===== src/rtl/fetch_stage_pkg.sv =====
// Shared definitions for the fetch stage and the immediate detector downstream.
// Latency: none (types and constants only).
// Backpressure: not applicable.
package fetch_stage_pkg;

    typedef enum logic [1:0] {
        VEC_LO = 2'd0,
        VEC_HI = 2'd1,
        RUN    = 2'd2
    } fetch_state_t;

    typedef enum logic [2:0] {
        PC_HOLD    = 3'd0,
        PC_LD_LO   = 3'd1,
        PC_LD_HI   = 3'd2,
        PC_LD_FULL = 3'd3,
        PC_INC     = 3'd4
    } pc_op_t;

    localparam logic [15:0] NOP_WORD     = 16'h0000;
    // Opcode bit that announces a trailing 16-bit immediate word.
    localparam int          IMM_FLAG_BIT = 2;

endpackage


===== src/rtl/fetch_stage_pc_reg.sv =====
// Program counter with half-word loads (reset vector), full load, increment and hold.
// Latency: the new PC is visible one edge after the operation is requested.
// Backpressure: the PC_HOLD operation freezes the PC.
module pc_reg
    import fetch_stage_pkg::*;
#(
    parameter int PC_W = 32
) (
    input  logic            clk,
    input  logic            rst_n,
    input  pc_op_t          op,
    input  logic [15:0]     half,
    input  logic [PC_W-1:0] load_pc,
    output logic [PC_W-1:0] pc
);

    localparam logic [PC_W-1:0] ONE = {{(PC_W-1){1'b0}}, 1'b1};

    always_ff @(posedge clk or negedge rst_n) begin
        if (!rst_n) begin
            pc <= '0;
        end else begin
            case (op)
                PC_LD_LO:   pc[15:0]      <= half;
                // Narrow PCs simply drop the unused top bits of the high half.
                PC_LD_HI:   pc[PC_W-1:16] <= half[PC_W-17:0];
                PC_LD_FULL: pc            <= load_pc;
                PC_INC:     pc            <= pc + ONE;
                default:    pc            <= pc;
            endcase
        end
    end

endmodule


===== src/rtl/fetch_stage.sv =====
// Instruction fetch: loads the PC from the reset vector, then fetches one 16-bit word per cycle.
// Latency: first valid ir 3 edges after reset release; 1 bubble after each redirect.
// Backpressure: stall freezes PC and ir; redirect overrides stall and flushes ir.
module fetch_stage #(
    parameter int          PC_W     = 32,
    parameter int          IMEM_AW  = 20,
    parameter int unsigned RST_VEC  = 0,
    parameter logic [15:0] NOP_WORD = fetch_stage_pkg::NOP_WORD
) (
    input  logic               clk,
    input  logic               rst_n,
    output logic [IMEM_AW-1:0] imem_addr,
    input  logic [15:0]        imem_rdata,
    input  logic               stall,
    input  logic               redirect,
    input  logic [PC_W-1:0]    redirect_pc,
    output logic [15:0]        ir,
    output logic [PC_W-1:0]    ir_pc,
    output logic               ir_valid,
    output logic               ir_is_imm,
    output logic               busy
);
    import fetch_stage_pkg::*;

    localparam logic [IMEM_AW-1:0] VEC_LO_ADDR = IMEM_AW'(RST_VEC);
    localparam logic [IMEM_AW-1:0] VEC_HI_ADDR = IMEM_AW'(RST_VEC + 1);

    fetch_state_t    state, state_nxt;
    pc_op_t          pc_op;
    logic [PC_W-1:0] pc;
    logic            imm_next;

    pc_reg #(.PC_W(PC_W)) u_pc_reg (
        .clk     (clk),
        .rst_n   (rst_n),
        .op      (pc_op),
        .half    (imem_rdata),
        .load_pc (redirect_pc),
        .pc      (pc)
    );

    always_ff @(posedge clk or negedge rst_n) begin
        if (!rst_n) state <= VEC_LO;
        else        state <= state_nxt;
    end

    always_comb begin
        state_nxt = state;
        pc_op     = PC_HOLD;
        imem_addr = pc[IMEM_AW-1:0];
        case (state)
            VEC_LO: begin
                imem_addr = VEC_LO_ADDR;
                pc_op     = PC_LD_LO;
                state_nxt = VEC_HI;
            end
            VEC_HI: begin
                imem_addr = VEC_HI_ADDR;
                pc_op     = PC_LD_HI;
                state_nxt = RUN;
            end
            RUN: begin
                if (redirect)    pc_op = PC_LD_FULL;
                else if (!stall) pc_op = PC_INC;
            end
            default: state_nxt = VEC_LO;
        endcase
    end

    assign busy = (state != RUN);

    always_ff @(posedge clk or negedge rst_n) begin
        if (!rst_n) begin
            ir        <= NOP_WORD;
            ir_pc     <= '0;
            ir_valid  <= 1'b0;
            ir_is_imm <= 1'b0;
            imm_next  <= 1'b0;
        end else if (state == RUN) begin
            if (redirect) begin
                // Any pending immediate is dropped so the target starts as an opcode.
                ir        <= NOP_WORD;
                ir_valid  <= 1'b0;
                ir_is_imm <= 1'b0;
                imm_next  <= 1'b0;
            end else if (!stall) begin
                ir        <= imem_rdata;
                ir_pc     <= pc;
                ir_valid  <= 1'b1;
                ir_is_imm <= imm_next;
                imm_next  <= !imm_next && imem_rdata[IMM_FLAG_BIT];
            end
        end
    end

endmodule


===== config.mk =====
export PLATFORM = sky130hd
export DESIGN_NAME = fetch_stage
export DESIGN_NICKNAME = d
export VERILOG_FILES = /design/src/rtl/fetch_stage_pkg.sv /design/src/rtl/fetch_stage_pc_reg.sv /design/src/rtl/fetch_stage.sv
export SDC_FILE = /design/constraint.sdc
export NUM_CORES = 1
export LEC_CHECK = 0
export CAP_MARGIN = 15
export CORE_MARGIN = 8
export CORE_UTILIZATION = 54
export CTS_BUF_LIST = sky130_fd_sc_hd__clkbuf_4
export CTS_CLUSTER_DIAMETER = 120
export DETAILED_ROUTE_END_ITERATION = 10
export GPL_TIMING_DRIVEN = 0
export PLACE_DENSITY = 0.93
export SYNTH_ARGS = -nofsm -noshare
export SYNTH_HDL_FRONTEND = slang
export SYNTH_SLANG_ARGS = --single-unit
export TNS_END_PERCENT = 50

===== constraint.sdc =====
create_clock -name clk -period 4.73 [get_ports clk]
set_input_delay 0.946 -clock clk [delete_from_list [all_inputs] [get_ports clk]]
set_output_delay 0.946 -clock clk [all_outputs]
set_load 0.01 [all_outputs]

==> impl_metrics.csv <==
group,metric,value,unit
sta,tightest_slew,1.07,ns
drt,drcViolationCount,0,
setup_path,crit_required,3.78,ns
cells_and_area,layout.nets,688,
place,place_area,5780,um2
clock_tree,insertion_delay,0.44,ns
global_routing,track_usage,29.2,%
power_and_ir_drop,pwr-share-clk,23.3,%
setup_path,cp-end-kind,"primary output",
clock_tree,hold_buffers,0,
drt,top_layer,"met4",
power_and_ir_drop,seqPwrFrac,49.8,%
yosys,avgSynthCellArea,8.80,um2
cells_and_area,syn_to_final_growth,34.2,%
sta,finalMaxSlewViolations,0,
setup_path,endpoint,"imem_addr[0]",
global_routing,grt_pass1_vias,4622,
sta,max_slew_margin,28.3,%
clock_tree,ctsResizeCount,0,
drt,wire_per_inst,22.0,um
cells_and_area,finalInstanceArea,5910,um2
yosys,ys_types,60,
sta,fin_tns_setup,0,ns
drt,wl_met1,6410,um
power_and_ir_drop,comb_power_share,26.9,%
power_and_ir_drop,p_leak,0.00258,uW
sta,hold_ws,0.398,ns
setup_path,r2r_start,"state[0]$_DFFE_PN0P_",
power_and_ir_drop,p_per_area,303,nW/um2
die,dieArea,11300,um2
yosys,syn_area,4410,um2
place,portBuffers,122,
power_and_ir_drop,power.internal,1220,uW
yosys,synthCells,501,
yosys,ys.flop_type,"dfrtp_1",
setup_path,critPathKind,"reg2out",
sta,setup_viol,0,
die,die_x,106,um
clock_tree,h-tree-depth,3,
sta,fmax,0.273,GHz
setup_path,worstPathMaxFanout,10,
yosys,synth-edff-count,0,
drt,via_per_inst,6.25,
global_routing,grt_pass1_wl,25800,um
power_and_ir_drop,switchingPower,572,uW
drt,dr.pass1.iters,5,
drt,vias,4653,
clock_tree,cts_setup_buffers,0,
global_routing,antenna_found_initial,0,
die,initial_core_util,54.7,%
hold_path,holdCritPathClass,"in2async",
setup_path,reg2reg_depth,8,
sta,hold_viol_final,0,
sta,rsz0062_at_grt,"no",
yosys,async_reset_ff_share,100,%
clock_tree,cts.clk_slew.worst_paths,0.13,ns
cells_and_area,diodes,0,
drt,wirelength,16300,um
die,row_count,33,
clock_tree,cts_buffers,9,
sta,worst_clock_skew,0.0102,ns
setup_path,crit_arrival,2.71,ns
cells_and_area,drive_gt1_share,6.57,%
setup_path,r2r_end,"ir_pc[1]$_DFFE_PN0N_",
clock_tree,clockRootBuffer,"clkbuf_4",
status,status,"completed",
clock_tree,clockBufferDepth,2,
sta,fin_crit_sh,77.3,%
global_routing,grt_max_degree,62,
power_and_ir_drop,p_total,1790,uW
die,io-pin-count,123,
setup_path,cp-startpoint,"state[1]$_DFFE_PN0P_",
yosys,synth_fp_nets,554,
sta,finalCriticalPeriod,3.66,ns
job,maxCapViolations,0,
die,core-area,8050,um2
place,hpwlAfterDp,12100,um
drt,dr.first_iter.drc_count,429,
yosys,synth_warnings,0,
clock_tree,cts_tree,"yes",
yosys,synth.ff_latch_count,85,
die,die_h,106,um
place,gp_congestion,0.937,
clock_tree,cts.sinks,85,
drt,wl_met3,1700,um
setup_path,startpoint_type,"flop",
drt,dr_wl_met2,7750,um
power_and_ir_drop,ir_drop,0.181,mV
global_routing,gr-total-overflow,0,
yosys,yosysSeqAreaShare,48.3,%
power_and_ir_drop,swShare,31.9,%
drt,postRouteAntennaNets,0,
setup_path,r2r_setup_slack,2.11,ns
## cells in the mapped netlist (all sizes together) (2+ instances only)
| cell type | instances | area (um2) |
|---|---|---|
| nand2 | 110 | 415 |
| dfrtp | 85 | 2130 |
| o21ai | 37 | 185 |
| nor2 | 34 | 128 |
| a21oi | 23 | 115 |
| clkbuf | 22 | 96.3 |
| a22o | 19 | 166 |
| and2 | 17 | 109 |
| a22oi | 16 | 120 |
| buf | 15 | 77.6 |
| nand3 | 13 | 70.1 |
| inv | 10 | 37.5 |
| nor4 | 10 | 62.6 |
| and3 | 7 | 46.3 |
| nand4 | 7 | 43.8 |
| nor3 | 7 | 35.0 |
| a31oi | 6 | 37.5 |
| a221oi | 5 | 43.8 |
| a21o | 4 | 30.0 |
| o221ai | 4 | 35.0 |
| o22ai | 4 | 25.0 |
| o31a | 4 | 35.0 |
| a221o | 3 | 30.0 |
| a222oi | 3 | 30.0 |
| and4 | 3 | 27.5 |
| nand2b | 3 | 18.8 |
| or3 | 3 | 25.0 |
| a2bb2oi | 2 | 17.5 |
| mux2i | 2 | 20.0 |
| nor2b | 2 | 12.5 |
| o32a | 2 | 20.0 |
| or2 | 2 | 12.5 |
| or4 | 2 | 15.0 |
## cells by family (layout without fill, tap and decap cells)
| family | after synthesis | count (layout) | share of synthesized area [%] |
|---|---|---|---|
| and+or+nand+nor | 222 | 222 | 23.5 |
| muxes | 2 | 2 | 0.454 |
| AOI/OAI and AO/OA | 143 | 143 | 22.5 |
| DFF | 85 | 85 | 48.3 |
| buffers and inverters | 47 | 185 | 4.80 |
| xor gates and xnor gates | 1 | 1 | 0.199 |
| adders and majority gates | 1 | 1 | 0.284 |
## final cells by class
type	instances	area, um2
sequential	85	2130
tap	105	131
multi-input combinational	369	2070
clock buffer	10	75.1
clock inverter	5	52.6
inverter	10	37.5
timing repair buffer	123	1250
buffer	37	174
fill	623	2140
## how the worst min path moves through the flow
stage,end,slack (ns),depth (start not counted)
after floorplan,imm_next$_DFFE_PN0P_,0.46,1
after global placement,ir_pc[4]$_DFFE_PN0N_,0.46,2
after detailed placement,ir_pc[26]$_DFFE_PN0N_,0.46,2
after CTS,ir_pc[11]$_DFFE_PN0N_,0.39,1
after global routing,ir_pc[11]$_DFFE_PN0N_,0.39,1
final,ir_pc[11]$_DFFE_PN0N_,0.40,1
## layer usage
layer  global-route usage, %  vias up
met5                       0        -
met1                    36.5     2231
met3                    8.35       45
met2                    45.9      293
li1                        -     2084
met4                    13.6        0
## power by group through the flow
stage          sequential [uW]  clock, uW  combinational (uW)
2_1_floorplan              910          0                 181
3_5_place_dp               905          0                 479
6_report                   894        417                 482
3_3_place_gp               899          0                 469
4_1_cts                    891        420                 482
5_1_grt                    906        445                 521
## metrics by stage
| step | worst slack, ns | cells | util (%) |
|---|---|---|---|
| 2_1_floorplan | 2.44 | 501 | - |
| 3_3_place_gp | -0.339 | 728 | 71.5 |
| 3_5_place_dp | 1.42 | 729 | 71.8 |
| 4_1_cts | 1.13 | 744 | 73.4 |
| 5_1_grt | 1.02 | 744 | 73.4 |
| 6_report | 1.07 | 744 | 73.4 |
## critical path, stage by stage (launching register included)
cell and delay [ns]:
dfrtp_1 0.48, clkbuf_1 0.50, clkbuf_1 0.47, nand2_1 0.12, nand2_1 0.14, clkdlybuf4s50_1 0.56
## cells in the final DEF, fill, tap and decap left out, types with 3 or more instances in the layout
cell type	Yosys	routed
and2_1	15	15
buf_1	5	5
o22ai_1	4	4
a221o_1	3	3
clkdlybuf4s50_1	0	121
nand2b_1	3	3
a22oi_1	16	16
nand3_1	12	12
clkbuf_4	1	11
o221ai_1	4	4
a22o_1	19	19
buf_2	8	8
a31oi_1	6	6
nor3_1	7	7
clkbuf_1	20	20
dfrtp_1	85	85
o21ai_0	37	37
nor2_1	34	34
inv_1	10	10
a21o_1	4	4
and3_1	5	5
nand4_1	7	7
nor4_1	10	10
a221oi_1	5	5
o31a_1	4	4
nand2_1	109	109
a21oi_1	23	23
clkinv_2	0	3
a222oi_1	3	3
(Power assumes the default switching activity.)
